`src/rtl/lcd_frame_scheduler.sv`:
```
// Frame-cadence scheduler for the LCD timing controller with double-buffer swap handshake.
// Optional repeated-frame counter enabled by defining LCD_SCHED_SKIP_CNT_EN.
module lcd_frame_scheduler #(
  parameter int FRAME_PERIOD   = 666667,
  parameter int TIMEOUT_CYCLES = 600000,
  parameter int CNT_W          = 20
) (
  input  logic        clk,
  input  logic        aresetn,
  input  logic        i_enable,
  input  logic        i_frame_done,
  input  logic        i_render_done,
  output logic        o_start,
  output logic        o_busy,
  output logic        o_front_sel,
  output logic        o_back_free,
  output logic [15:0] o_frame_count,
  output logic        o_err,
  output logic [15:0] o_skip_count
);

  typedef enum logic [1:0] {S_IDLE, S_RUN, S_SWAP} state_t;

  localparam logic [CNT_W-1:0] P_LAST = CNT_W'(FRAME_PERIOD - 1);
  localparam logic [CNT_W-1:0] T_LAST = CNT_W'(TIMEOUT_CYCLES - 1);

  state_t           r_state, w_nxt;
  logic [CNT_W-1:0] r_pcnt, r_tcnt;
  logic             r_start, r_err, r_front, r_pending;
  logic [15:0]      r_fcnt;
  logic             w_tick, w_launch, w_timeout;

  // Free-running cadence counter; ticks are simply lost while a frame is in flight.
  always_ff @(posedge clk or negedge aresetn) begin
    if (!aresetn)                r_pcnt <= '0;
    else if (!i_enable)          r_pcnt <= '0;
    else if (r_pcnt == P_LAST)   r_pcnt <= '0;
    else                         r_pcnt <= r_pcnt + 1'b1;
  end

  assign w_tick = i_enable && (r_pcnt == P_LAST);

  always_ff @(posedge clk or negedge aresetn) begin
    if (!aresetn) r_state <= S_IDLE;
    else          r_state <= w_nxt;
  end

  always_comb begin
    w_nxt     = r_state;
    w_launch  = 1'b0;
    w_timeout = 1'b0;
    case (r_state)
      S_IDLE: if (w_tick) begin
        w_launch = 1'b1;
        w_nxt    = S_RUN;
      end
      // Frame-done takes priority over a same-cycle timeout.
      S_RUN: if (i_frame_done) begin
        w_nxt = S_SWAP;
      end else if (r_tcnt == T_LAST) begin
        w_timeout = 1'b1;
        w_nxt     = S_IDLE;
      end
      S_SWAP:  w_nxt = S_IDLE;
      default: w_nxt = S_IDLE;
    endcase
  end

  always_ff @(posedge clk or negedge aresetn) begin
    if (!aresetn) begin
      r_start   <= 1'b0;
      r_tcnt    <= '0;
      r_err     <= 1'b0;
      r_fcnt    <= '0;
      r_front   <= 1'b0;
      r_pending <= 1'b0;
    end else begin
      r_start <= w_launch;
      if (w_launch)              r_tcnt <= '0;
      else if (r_state == S_RUN) r_tcnt <= r_tcnt + 1'b1;
      if (w_timeout)             r_err  <= 1'b1;
      if (r_state == S_SWAP)     r_fcnt <= r_fcnt + 1'b1;
      // A render completing during a no-swap SWAP is kept for the next frame.
      if (r_state == S_SWAP && r_pending) begin
        r_front   <= ~r_front;
        r_pending <= 1'b0;
      end else if (i_render_done && !r_pending) begin
        r_pending <= 1'b1;
      end
    end
  end

`ifdef LCD_SCHED_SKIP_CNT_EN
  logic [15:0] r_skip;
  always_ff @(posedge clk or negedge aresetn) begin
    if (!aresetn)
      r_skip <= '0;
    else if (r_state == S_SWAP && !r_pending && r_skip != 16'hFFFF)
      r_skip <= r_skip + 1'b1;
  end
  assign o_skip_count = r_skip;
`else
  assign o_skip_count = 16'd0;
`endif

  assign o_start       = r_start;
  assign o_busy        = (r_state != S_IDLE);
  assign o_front_sel   = r_front;
  assign o_back_free   = ~r_pending;
  assign o_frame_count = r_fcnt;
  assign o_err         = r_err;

endmodule

```
`config.mk`:
```
export PLATFORM = sky130hd
export DESIGN_NAME = lcd_frame_scheduler
export DESIGN_NICKNAME = d
export VERILOG_FILES = /design/src/rtl/lcd_frame_scheduler.sv
export SDC_FILE = /design/constraint.sdc
export NUM_CORES = 1
export LEC_CHECK = 0
export BUFFER_PORTS_ARGS = -buffer_cell sky130_fd_sc_hd__buf_2
export CAP_MARGIN = 20
export CORE_ASPECT_RATIO = 0.5
export CORE_MARGIN = 1.5
export CORE_UTILIZATION = 55
export DETAILED_ROUTE_END_ITERATION = 8
export PLACE_DENSITY_LB_ADDON = 0.25
export REMOVE_ABC_BUFFERS = 1
export SKIP_LAST_GASP = 1
export SLEW_MARGIN = 20
export SYNTH_ARGS = -nofsm -noshare
export SYNTH_HDL_FRONTEND = slang
export SYNTH_SLANG_ARGS = --single-unit
```
`constraint.sdc`:
```
create_clock -name clk -period 2.1 [get_ports clk]
set_input_delay 0.105 -clock clk [delete_from_list [all_inputs] [get_ports clk]]
set_output_delay 0.105 -clock clk [all_outputs]
set_load 0.02 [all_outputs]
```
==> results by group, run 1 <==
Placement
  – IO Port Bufs: 25
  – Post-DP HPWL: 4030 µm
  – Placed Cells: about 410
  – Final Wtd Congestion: between 0.8 and 0.9

Synth
  – Post-Syn Area: just over 3000 µm²
  – Dominant cell type by area after synthesis: dfrtp_1
  – Synth cell types: 40
  – Ys async rst share: 100.0%
  – Register area share after synthesis: 50.59%
  – Syn Inst Count: 314
  – Top_reg_cell synth: dfrtp_1
  – FF+latch count, synth: 62
  – Synth Area per Inst: 9.767 µm²
  – YS warnings: 0
  – Top cell type's share of synthesized area: 50.59%
  – Number of enable flip-flop cells after synthesis: 0
  – Top post-synthesis cells by area: dfrtp_1 51%, xnor2_1 6.6%, nor2_1 5.3%, nand3_1 5.2%, xor2_1 5.1%

Setup path
  – RR Startpoint: r_pcnt[0]
  – Crit path cell chain: inv_1 > ha_1 > and4bb_2 > nand3_1 > o31a_1 > a211o_1
  – Slowest cell delay on critical path: about 0.42 ns
  – WP buf/inv: 1
  – WP depth: 6
  – Slowest cell on the critical path: dfrtp_1
  – WS Path Type: flop to flop
  – Critical Path Source: r_pcnt[0]
  – Kind of end point of the critical path: flop
  – Critical Path AT: around 2.0 ns
  – CP top delay family: compound AO/OA/AOI/OAI gates
  – Critical path required time: roughly 2.3 ns
  – Worst setup SP type: flop
  – Crit-path max FO: 8
  – Reg2reg path depth: 6

Timing
  – Hold Vio Cnt, Final: 0
  – Final setup vio count: 0
  – Min cycle time layout: 1.784 ns
  – Final Max Tran Viols: 0
  – Final setup TNS: 0 ns
  – RSZ-0062 raised after global routing: false
  – Relative slew slack: roughly three fifths
  – Clock skew: 0.009239 ns
  – Final Cycle Share: 84.95%
  – Worst slew pin tran: approximately 0.6 ns
  – Max Fclk: 560.6 MHz

Clock network
  – Clk sinks: between 60 and 70
  – H-tree depth: 3
  – Cts repair resizes: 0
  – Clk Latency, worst-skew pair: 0.35 ns
  – CTS tree: done
  – Num CTS Buffers: 9
  – Clk slew on worst S/H paths: 0.07 ns
  – Clock Root Buffer: clkbuf_8
  – Clk buf depth: 2

GRT
  – Initial antenna violation count: 0
  – Largest net degree at the start of global routing: 39
  – Global Route Usage Sum: 21.83%
  – Vias in the first global route: 2,116
  – Final global-route overflow total: 0
  – First-pass GRT wire length: 10,040 µm

Run status
  – Outcome: complete, no violations

Drt
  – DR iter-0 viols: 91
  – DRT antenna net count: 0
  – WL per Instance: 13.45 µm
  – Drt pass-1 iters: 4
  – Vias: ~2,300
  – Via/cell ratio: 5.359
  – Final wirelength: approximately 5700 µm
  – DRC viols: 0

Finish
  – Fin util: 67.93%
  – Number of fill cells: 401
  – Most common cell after layout, fill and taps aside: dfrtp_1
  – Most frequent cells in the layout: 62 x dfrtp_1, 43 x nor2_1, 32 x nand3_1, 31 x nand2_1, 25 x buf_2
  – Area growth, synth to finish: 13.75%
  – Non-filler instance count after layout: 426
  – Ant. Diodes: 0
  – Layout net count: 360
  – Share of layout cells above drive strength 1: 15.17%

Hold path
  – Hold Path Origin: i_frame_done
  – Hold path cells: 2
  – Hold Path Class: input port to flop

Power and ir drop
  – Pwr Total: around 2.4 mW
  – Cell Pwr Density: 701.3 nW/µm²
  – Max IR drop VDD: 0.0004323 V
  – LEAKAGE: 1.671 nW

Floorplanning
  – Core area: between 5000 and 6000 µm²
  – Num ports: 42
  – Die Wd: 108.6 µm
  – Die ar.: 6060 µm²
  – Row count: 18
  – Starting Density: around 60%
  – Die Span Y: 55.80 µm

Flow run
  – Number of max-cap violations: 0
## where the power goes
part	switching, mW	internal (mW)
Clock	0.469	0.695
Combinational	0.0621	0.0154
Sequential	0.00611	1.20
Total	0.537	1.91
## area by class of cell
cell class	instances	area (µm²)	share of cell area [%]
Tap cell	70	87.58	2.511
Sequential cell	62	1551	44.48
Timing Repair Buffer	33	202.7	5.811
Inverter	8	30.03	0.8608
Clock buffer	10	137.6	3.945
Multi-Input combinational cell	237	1394	39.96
Clock inverter	6	85.08	2.439
## per-stage QoR
step / setup slack, ns / hold WS, ns / area, µm²
3_3_place_gp: 0.3557 / 0.1351 / 3246
6_report: 0.3160 / 0.03652 / 3488
5_1_grt: 0.1958 / 0.02087 / 3488
4_1_cts: 0.3138 / 0.02035 / 3488
3_5_place_dp: 0.3205 / 0.1461 / 3246
2_1_floorplan: -0.1626 / -0.1906 / 2975
## state kept, by name, summed over array words and instances, names as in the netlist
| register | flops |
|---|---|
| o_start | 1 |
| o_front_sel | 1 |
| r_pending | 1 |
| o_frame_count | 16 |
| o_err | 1 |
| r_pcnt | 20 |
| r_state | 2 |
| r_tcnt | 20 |
## worst reg2reg max path, delay by kind of cell (launching register included)
family	cells	cell delay, ns
AOI/OAI and AO/OA	2	0.72
DFF	1	0.42
and+or+nand+nor	2	0.33
adders and majority gates	1	0.13
buffers and inverters	1	0.08
## cell families (layout without fill, tap and decap cells)
family          count (synthesis)  in the layout  share of synthesized area (%)
compound gates                 23             23                          4.692
flops                          62             62                          50.59
other cells                     1             16                         0.1223
fa+ha+maj                       4              4                          1.632
mux                             1              1                         0.3672
buf+inv                        30             57                          5.794
simple gates                  152            152                          25.09
xor+xnor                       41             41                          11.71
## cell usage after synthesis (all sizes together) (4+ instances only)
master and n:
nand4 12, buf 20, nor2 43, nor4 5, inv 8, o31ai 4, nand2 31, o21ai 11
nand3 32, dfrtp 62, ha 4, xnor2 23, xor2 18, and3 6, nor3 7
## timing repair
item	4_1_cts	5_1_grt
hold buffers	2	0
buffers inserted	0	0
hold endpoints to repair	25	0
setup endpoints to repair	0	0
## metal layers
metal  vias up  track usage, %  part of all wire [%]
met5         -               0                     0
met4         0           7.895                   1.4
met3         8           7.377                   4.8
met2        53           33.24                    47
met1      1108           29.10                    47
li1       1114               -                     -
## final timing paths
check,to,slack (ns)
worst max-delay path,r_tcnt[12],0.32
worst min-delay path,r_state[1],0.04
worst max register to register,r_tcnt[12],0.32
worst min register to register,o_frame_count[15],0.47
max in group asynchronous,r_pcnt[14],1.20
min in group asynchronous,r_tcnt[6],0.30
No activity file was read; power rests on OpenSTA's default activity.
==> run 2: changes to the inputs <==
--- a/config.mk
+++ b/config.mk
@@ -9,7 +9,7 @@
 export CAP_MARGIN = 20
 export CORE_ASPECT_RATIO = 0.5
 export CORE_MARGIN = 1.5
-export CORE_UTILIZATION = 55
+export CORE_UTILIZATION = 51
 export DETAILED_ROUTE_END_ITERATION = 8
 export PLACE_DENSITY_LB_ADDON = 0.25
 export REMOVE_ABC_BUFFERS = 1
==> constraint.sdc (replaced) <==
create_clock -name clk -period 1.5 [get_ports clk]
set_input_delay 0.075 -clock clk [delete_from_list [all_inputs] [get_ports clk]]
set_output_delay 0.075 -clock clk [all_outputs]
set_load 0.02 [all_outputs]
==> run 2 against run 1 <==
- the run now ends with setup timing left
- global-route usage increased by 0.89 points
- setup slack got worse by 0.52 ns
- design area increased by 17%
- sequential share of layout area shrank 6.4 points
- sequential power grew 41%
- first-iteration DRC count increased by 20%
- utilization rose by 4.3 points
- clock-buffer cell count increased by 1
- highest routed layer unchanged
==> results by group, run 2 (synthesis results as in run 1) <==
Run status
  – Outcome: finished with violations
  – Failing checks: setup timing

Setup path
  – Critical Path Source: r_pcnt[6]
  – Critical Path AT: 1.91 ns (-0.11 ns)
  – WS Path Type: flop to flop
  – Critical path required time: 1.71 ns (-0.63 ns)
  – RR Startpoint: r_pcnt[6]
  – Reg2reg path depth: 5 (-1)
  – Kind of end point of the critical path: flop
  – Register-to-register setup slack: -0.21 ns (-0.52 ns)
  – Worst setup SP type: flop
  – Crit-path max FO: 8 (unchanged)
  – Worst R2R End: r_tcnt[4]

Finish
  – Layout net count: 406 (+13%)
  – Number of fill cells: 384 (-4.2%)
  – Register area: 1551 µm² (unchanged)
  – Share of layout cells above drive strength 1: 27.68% (+13 points)
  – Non-filler instance count after layout: 474 (+11%)
  – Multi-input logic area: 1486 µm² (+6.6%)
  – Ant. Diodes: 0 (unchanged)
  – Most common cell after layout, fill and taps aside: dfrtp_1
  – Fin util: 72.24% (+4.3 points)
  – Area growth, synth to finish: 32.72%
  – Most frequent cells in the layout: 62 x dfrtp_1, 44 x buf_4, 42 x nor2_1, 30 x nand2_1, 26 x nand3_1

Clock network
  – Clk slew on worst S/H paths: 0.06 ns (about the same)
  – CTS tree: done
  – Clk buf depth: 2 (unchanged)
  – Num CTS Buffers: 9 (unchanged)
  – Clk Latency, worst-skew pair: 0.33 ns (-0.02 ns)
  – H-tree depth: 3 (unchanged)
  – Clk sinks: 62 (unchanged)
  – Clock Root Buffer: clkbuf_16

Floorplanning
  – Die Wd: 112.7 µm (+3.7%)
  – Core area: 5634 µm² (+9.7%)
  – Die ar.: 6515 µm² (+7.5%)
  – Num ports: 42 (unchanged)
  – Die Span Y: 57.83 µm (+3.6%)
  – Starting Density: 54.43% (-5.3 points)
  – Row count: 19 (+1)

GRT
  – Final global-route overflow total: 0 (unchanged)
  – Initial antenna violation count: 0 (unchanged)
  – First-pass GRT wire length: 11,290 µm (+12%)
  – Vias in the first global route: 2,474 (+17%)
  – Largest net degree at the start of global routing: 63 (+62%)
  – Global Route Usage Sum: 22.72% (+0.89 points)

Power and ir drop
  – Pwr Total: 4.188 mW (+71%)
  – Switch share: 19.40% (-2.6 points)
  – LEAKAGE: 1.999 nW (+20%)
  – Combinational Power Share: 3.3% (about the same)
  – Psw: 0.8125 mW (+51%)
  – Clock power share: 56.4% (+8.8 points)
  – Max IR drop VDD: 0.0007804 V (+81%)
  – Pint: 3.376 mW (+77%)
  – Sequential share of power: 40.2% (-9.0 points)
  – Cell Pwr Density: 1029 nW/µm² (+47%)

Drt
  – WL per Instance: 13.96 µm (+3.8%)
  – DRC viols: 0 (unchanged)
  – Vias: 2,505 (+9.7%)
  – DR iter-0 viols: 109 (+20%)
  – Via/cell ratio: 5.285 (-1.4%)
  – DRT antenna net count: 0 (unchanged)
  – Final wirelength: 6619 µm (+16%)
  – Drt pass-1 iters: 4 (unchanged)

Placement
  – Post-DP HPWL: 4394 µm (+9.0%)
  – Final Wtd Congestion: 0.8423 (-2.0%)
  – IO Port Bufs: 25 (unchanged)
  – Placed Cells: 451 (+11%)

Timing
  – Clock skew: 0.009631 ns (+0.0003923 ns)
  – RSZ-0062 raised after global routing: true
  – Max Fclk: 586.1 MHz (+4.6%)
  – Final setup vio count: 42 (+42)
  – Final Max Tran Viols: 0 (unchanged)
  – Final setup TNS: -4.416 ns (-4.416 ns)
  – Setup ws final: -0.2061 ns (-0.5221 ns)
  – Final Cycle Share: 113.7% (+29 points)
  – Hold Vio Cnt, Final: 0 (unchanged)
  – Min cycle time layout: 1.706 ns (-0.07788 ns)
  – Hold_ws: 0.1514 ns (+0.1149 ns)

Hold path
  – Hold Path Origin: i_enable
  – Hold endpoint: r_pcnt[11]
  – Hold Path Class: input port to flop
  – Hold path cells: 4 (+2)

Flow run
  – Number of max-cap violations: 0 (unchanged)
## run 2: worst max-delay path, cell delays in order, from the launching register on
cell     delay, ns
dfrtp_1       0.43
nor4_2        0.29
nand2_1       0.15
o31a_1        0.42
o21ai_0       0.21
o31ai_1       0.09
## run 2: per-stage QoR
stage / instance area [µm²] / worst slack, ns
global route: 4070 / -0.3004
detailed placement: 3550 / -0.3273
floorplan: 2975 / -0.7626
global placement: 3550 / -0.3026
CTS: 4045 / -0.1691
finish: 4070 / -0.2061
## run 2: final cells by class
class                   instances  share of cell area, %
clock buffers                  11                  5.964
repair buffers                 79                  14.08
well taps                      73                  2.244
flip-flops and latches         62                  38.12
multi-input cells             237                  36.52
inverters                       8                 0.7378
clock inverters                 4                  2.336
## run 2: power groups by stage
| stage | clock (mW) | sequential, mW | combinational (mW) |
|---|---|---|---|
| final | 2.36 | 1.69 | 0.139 |
| after global routing | 2.47 | 1.68 | 0.154 |
| after CTS | 2.41 | 1.69 | 0.140 |
| after detailed placement | 0 | 1.71 | 0.126 |
| after global placement | 0 | 1.71 | 0.123 |
| after floorplan | 0 | 1.72 | 0.0534 |
## run 2: how the worst max path moves through the flow
stage	slack, ns	cells past startpoint	endpoint
after floorplan	-0.76	6	r_pcnt[10]
after global placement	-0.30	4	r_tcnt[12]
after detailed placement	-0.33	4	r_tcnt[12]
after CTS	-0.17	7	r_tcnt[4]
after global routing	-0.30	5	r_tcnt[4]
final	-0.21	5	r_tcnt[4]
## run 2: metal layers
metal / wire (µm) / track usage, %
met1: 3001 / 27.53
met4: 59 / 7.414
met2: 3270 / 38.50
met5: 0 / 0
met3: 287 / 8.473
## run 2: repair_timing
item,4_1_cts,5_1_grt
pin swaps,9,3
setup endpoints to repair,43,50
hold buffers,3,0
gates cloned,1,0
hold endpoints to repair,64,0
buffers inserted,4,0
resized for setup,20,8
